===== config.mk =====
export PLATFORM = sky130hd
export DESIGN_NAME = ram_fill_ctrl
export DESIGN_NICKNAME = d
export VERILOG_FILES = /design/src/rtl/ram_fill_pkg.sv /design/src/rtl/ram_fill_ctrl.sv
export SDC_FILE = /design/constraint.sdc
export NUM_CORES = 1
export LEC_CHECK = 0
export ABC_AREA = 0
export BUFFER_PORTS_ARGS = -buffer_cell sky130_fd_sc_hd__buf_2
export CORE_MARGIN = 2
export CORE_UTILIZATION = 53
export CTS_BUF_LIST = sky130_fd_sc_hd__clkbuf_16
export DETAILED_ROUTE_END_ITERATION = 16
export PLACE_DENSITY = 0.89
export SETUP_SLACK_MARGIN = 0.05
export SYNTH_ARGS = -nofsm -noshare
export SYNTH_HDL_FRONTEND = slang
export SYNTH_SLANG_ARGS = --single-unit

===== constraint.sdc =====
create_clock -name clk -period 4.7 [get_ports clk]
set_input_delay 0.94 -clock clk [delete_from_list [all_inputs] [get_ports clk]]
set_output_delay 0.94 -clock clk [all_outputs]
set_load 0.05 [all_outputs]

===== src/rtl/ram_fill_pkg.sv =====
// Shared types and default sizes for the ram32x4 fill controller.
package ram_fill_pkg;

   localparam int unsigned RF_AW = 5;
   localparam int unsigned RF_DW = 4;

   typedef enum logic [2:0] {
      IDLE,
      WRITE,
      VFY_RD,
      VFY_CMP,
      DONE
   } ram_fill_state_t;

endpackage


===== src/rtl/ram_fill_ctrl.sv =====
// Streams valid/ready words into consecutive ram32x4 addresses starting at base_addr.
// Optional readback verify of every word is enabled with `RAM_FILL_VERIFY_EN.
module ram_fill_ctrl
   import ram_fill_pkg::*;
#(
   parameter int unsigned AW = RF_AW,
   parameter int unsigned DW = RF_DW
) (
   input  logic          clk,
   input  logic          reset,
   input  logic          start,
   input  logic [AW-1:0] base_addr,
   input  logic [AW:0]   len,
   input  logic          in_valid,
   input  logic [DW-1:0] in_data,
   output logic          in_ready,
   output logic [AW-1:0] ram_addr,
   output logic [DW-1:0] ram_din,
   output logic          ram_w,
   input  logic [DW-1:0] ram_dout,
   output logic          busy,
   output logic          done,
   output logic [AW:0]   words_done,
   output logic          err
);

   ram_fill_state_t state_q, state_d;
   logic [AW-1:0]   cur_addr_q, cur_addr_d;
   logic [AW:0]     remaining_q, remaining_d;
   logic [AW:0]     words_done_q, words_done_d;

`ifdef RAM_FILL_VERIFY_EN
   logic [AW-1:0]   wr_addr_q, wr_addr_d;
   logic [DW-1:0]   wr_data_q, wr_data_d;
   logic [AW-1:0]   err_addr_q, err_addr_d;
   logic            err_q, err_d;
`else
   logic            unused_dout;
   assign unused_dout = ^ram_dout;
`endif

   // Next-state and RAM port decode; RAM port follows in_valid in the same cycle.
   always_comb begin
      state_d      = state_q;
      cur_addr_d   = cur_addr_q;
      remaining_d  = remaining_q;
      words_done_d = words_done_q;
`ifdef RAM_FILL_VERIFY_EN
      wr_addr_d    = wr_addr_q;
      wr_data_d    = wr_data_q;
      err_addr_d   = err_addr_q;
      err_d        = err_q;
`endif
      in_ready     = 1'b0;
      ram_w        = 1'b0;
      ram_addr     = '0;
      ram_din      = '0;

      case (state_q)
         IDLE: begin
            if (start) begin
               cur_addr_d   = base_addr;
               remaining_d  = len;
               words_done_d = '0;
`ifdef RAM_FILL_VERIFY_EN
               err_d        = 1'b0;
`endif
               state_d      = (len == '0) ? DONE : WRITE;
            end
         end
         WRITE: begin
            in_ready = 1'b1;
            ram_addr = cur_addr_q;
            ram_din  = in_data;
            ram_w    = in_valid;
            if (in_valid) begin
               cur_addr_d   = cur_addr_q + AW'(1);
               remaining_d  = remaining_q - (AW+1)'(1);
               words_done_d = words_done_q + (AW+1)'(1);
`ifdef RAM_FILL_VERIFY_EN
               wr_addr_d    = cur_addr_q;
               wr_data_d    = in_data;
               state_d      = VFY_RD;
`else
               if (remaining_q == (AW+1)'(1)) state_d = DONE;
`endif
            end
         end
`ifdef RAM_FILL_VERIFY_EN
         VFY_RD: begin
            ram_addr = wr_addr_q;
            state_d  = VFY_CMP;
         end
         VFY_CMP: begin
            ram_addr = wr_addr_q;
            if (ram_dout != wr_data_q) begin
               err_d      = 1'b1;
               err_addr_d = wr_addr_q;
            end
            state_d = (remaining_q == '0) ? DONE : WRITE;
         end
`endif
         DONE: begin
            if (!start) state_d = IDLE;
         end
         default: state_d = IDLE;
      endcase

      // No partial write or handshake while reset is asserted.
      if (reset) begin
         in_ready = 1'b0;
         ram_w    = 1'b0;
      end
   end

   always_ff @(posedge clk) begin
      if (reset) begin
         state_q      <= IDLE;
         cur_addr_q   <= '0;
         remaining_q  <= '0;
         words_done_q <= '0;
`ifdef RAM_FILL_VERIFY_EN
         wr_addr_q    <= '0;
         wr_data_q    <= '0;
         err_addr_q   <= '0;
         err_q        <= 1'b0;
`endif
      end else begin
         state_q      <= state_d;
         cur_addr_q   <= cur_addr_d;
         remaining_q  <= remaining_d;
         words_done_q <= words_done_d;
`ifdef RAM_FILL_VERIFY_EN
         wr_addr_q    <= wr_addr_d;
         wr_data_q    <= wr_data_d;
         err_addr_q   <= err_addr_d;
         err_q        <= err_d;
`endif
      end
   end

   assign busy       = (state_q != IDLE) && (state_q != DONE);
   assign done       = (state_q == DONE);
   assign words_done = words_done_q;
`ifdef RAM_FILL_VERIFY_EN
   assign err        = err_q;
`else
   assign err        = 1'b0;
`endif

endmodule


==> flow_summary.toml <==
[outcome]
status = "finished clean"

[global_routing]
antenna_found_initial = 0
grt_remaining_overflow = 0
grt_max_degree = 27
grt_pass1_wl_mm = 5.49
first_global_vias = 1270
grt.total_usage = 0.271

[timing]
setup_violations = 0
finalCritPeriodShare = 0.676
drv_slew = 0
worst_pin_slew_ns = 1.09
fmax_mhz = 315
finalClockSkew_ns = 0.00130
rsz0062_at_grt = "false"
slew_headroom = 0.250
period_needed_ns = 3.18
holdWs_ns = 0.489
setup_slack_ns = 1.52
hold_viol_final = 0
tns_ns = 0

[finish]
fillers = 188
fin_cells = 207
nets = 207
final_util = 0.673
synthToLayoutAreaGrowth_pct = 21.2
stdcell_area_mm2 = 0.00148
drive_gt1_frac = 0.268
n_antenna_cell = 0

[logic_synthesis]
synth_seq_cells = 19
syn-num-nets = 175
syn_area_mm2 = 0.00122
synthArstFlopShare = 0
ys_top_cells_by_area = "dfxtp_1 (31%), a21oi_1 (5.3%), and2_1 (4.6%)"
synth_top_area_share = 0.312
yosysSeqAreaShare = 0.312
synth_top_cells_by_count = "dfxtp_1 (19), a21oi_1 (13), and2_1 (9), nor2_1 (9), nand2_1 (8)"
synth-main-ff-cell = "dfxtp_1"
ys_warn_count = 0
syn_inst = 148
synth.avg_cell_area_um2 = 8.23
synth_largest_area_cell = "dfxtp_1"
synth_most_common_cell = "dfxtp_1"
synth_cell_types = 48
synth_edf_count = 0

[floorplan]
initial_core_util = 0.556
io_pins = 43
dieWidth_um = 51.9
die_y_um = 51.9
placementRows = 17
dieArea_mm2 = 0.00270
core-area_mm2 = 0.00219

[worst_setup_path]
cp-start-kind = "flip-flop"
worstReg2RegStart = "state_q[0]"
cp_max_fo = 26
path_cells = "nor2b_1 -> and2_1 -> buf_2"
arrival_ns = 2.24
crit_path_start = "state_q[2]"
cp_slowest_cell = "nor2b_1"
worstSetupPathType = "flip-flop to output pin"
cp-end-kind = "output pin"
cp.required_ns = 3.76
cpPeakStageDelay_ns = 0.88

[clocking]
clkSinkCount = 19
clock_latency_ns = 0.25
path_clk_slew_ns = 0.05
cts_resized = 0
ctsHoldBuffers = 0
root_buffer = "clkbuf_16"
cts_setup_buffers = 0
tritoncts = "done"
clk_path_buf_depth = 2
htreeDepth = 1
cts_buffers = 3

[route]
dr.pass1.iters = 4
wl_per_cell_um = 16.6
drtIter0Drc = 27
vias_per_cell = 6.40
routed_wl_mm = 3.43
vias = 1325
drc_errors = 0
ant_nets = 0

[placed_design]
place_ws_ns = 1.74
place.gp.congestion = 0.859
dpl-instance-area_mm2 = 0.00140
io_buffers = 37
post-dp-hpwl_mm = 2.40
dp_cells = 203

[hold_path]
hold_class = "flip-flop to flip-flop"
min_from = "words_done[5]"

[job]
max_cap_violations = 0

[pwr]
finalPower_uw = 491
p_leak_nw = 0.612
power.density_mw_per_mm2 = 333
peakVddDrop_mv = 0.250
==> path summary, 6_finish.rpt <==
check / slack (ns) / end / depth (start not counted)
setup / recovery: 1.52 / ram_din[3] / 3
hold reg to reg: 0.49 / words_done[5] / 2
hold / removal: 0.49 / words_done[5] / 2
setup reg to reg: 2.44 / remaining_q[0] / 4
==> worst max-delay path, delay by kind of cell (launching register included) <==
kind,cells,cell delay (ns)
buffers and inverters,1,0.27
AND/OR/NAND/NOR,2,1.14
flip-flops,1,0.57
==> layout by cell type, fill, tap and decap left out, types with 2 or more instances in the layout <==
master	netlist	layout
a2bb2oi_1	2	2
inv_1	5	6
dfxtp_1	19	19
and2_1	9	9
buf_2	3	37
nand3_1	5	5
clkbuf_16	0	3
o21ai_0	2	2
o31ai_1	5	5
nand2_1	8	8
a221oi_1	2	2
nand2b_1	2	2
a21oi_1	13	13
mux2i_1	2	2
or3b_2	3	3
nor4bb_1	2	2
ha_1	4	4
a211oi_1	6	6
nor2_1	9	9
o32ai_1	3	3
o211ai_1	2	2
or4_1	3	3
nor3b_1	2	2
nor3_1	2	2
nor4_1	3	3
nor2b_1	3	3
==> area by class of cell <==
type                            count  area [µm²]  area share
Clock buffer                        3        75.1      0.0509
Clock inverter                      1        3.75     0.00254
Inverter                            6        22.5      0.0153
Multi-Input combinational cell    112         766       0.519
Sequential cell                    19         380       0.258
Tap cell                           28        35.0      0.0237
Timing Repair Buffer               38         193       0.131
==> metal layers <==
| metal | global-route usage | share of wire | vias up | routed length, µm |
|---|---|---|---|---|
| li1 | - | - | 625 | - |
| met1 | 0.317 | 0.39 | 634 | 1340 |
| met2 | 0.454 | 0.52 | 56 | 1790 |
| met3 | 0.0402 | 0.060 | 10 | 207 |
| met4 | 0.184 | 0.029 | 0 | 99 |
| met5 | 0 | 0 | - | 0 |
==> power breakdown <==
part / total (mW) / internal (mW) / leakage (nW) / switching (mW)
Combinational: 0.130 / 0.0456 / 0.414 / 0.0843
Clock: 0.173 / 0.113 / 0.0423 / 0.0603
Sequential: 0.187 / 0.174 / 0.156 / 0.0133
==> sequential cells by signal, indices dropped and copies added, names as in the netlist <==
signal	cells
state_q	2
words_done	6
cur_addr_q	5
remaining_q	6
==> logic make-up (layout without fill, tap and decap cells) <==
| family | after synthesis | count (layout) | share of synthesized area |
|---|---|---|---|
| AOI/OAI and AO/OA | 46 | 46 | 0.275 |
| adders and majority gates | 4 | 4 | 0.0411 |
| buffers and inverters | 17 | 48 | 0.0586 |
| DFF | 19 | 19 | 0.312 |
| muxes | 3 | 3 | 0.0257 |
| other | 1 | 1 | 0.00308 |
| and+or+nand+nor | 58 | 58 | 0.284 |
(Power assumes the default switching activity.)
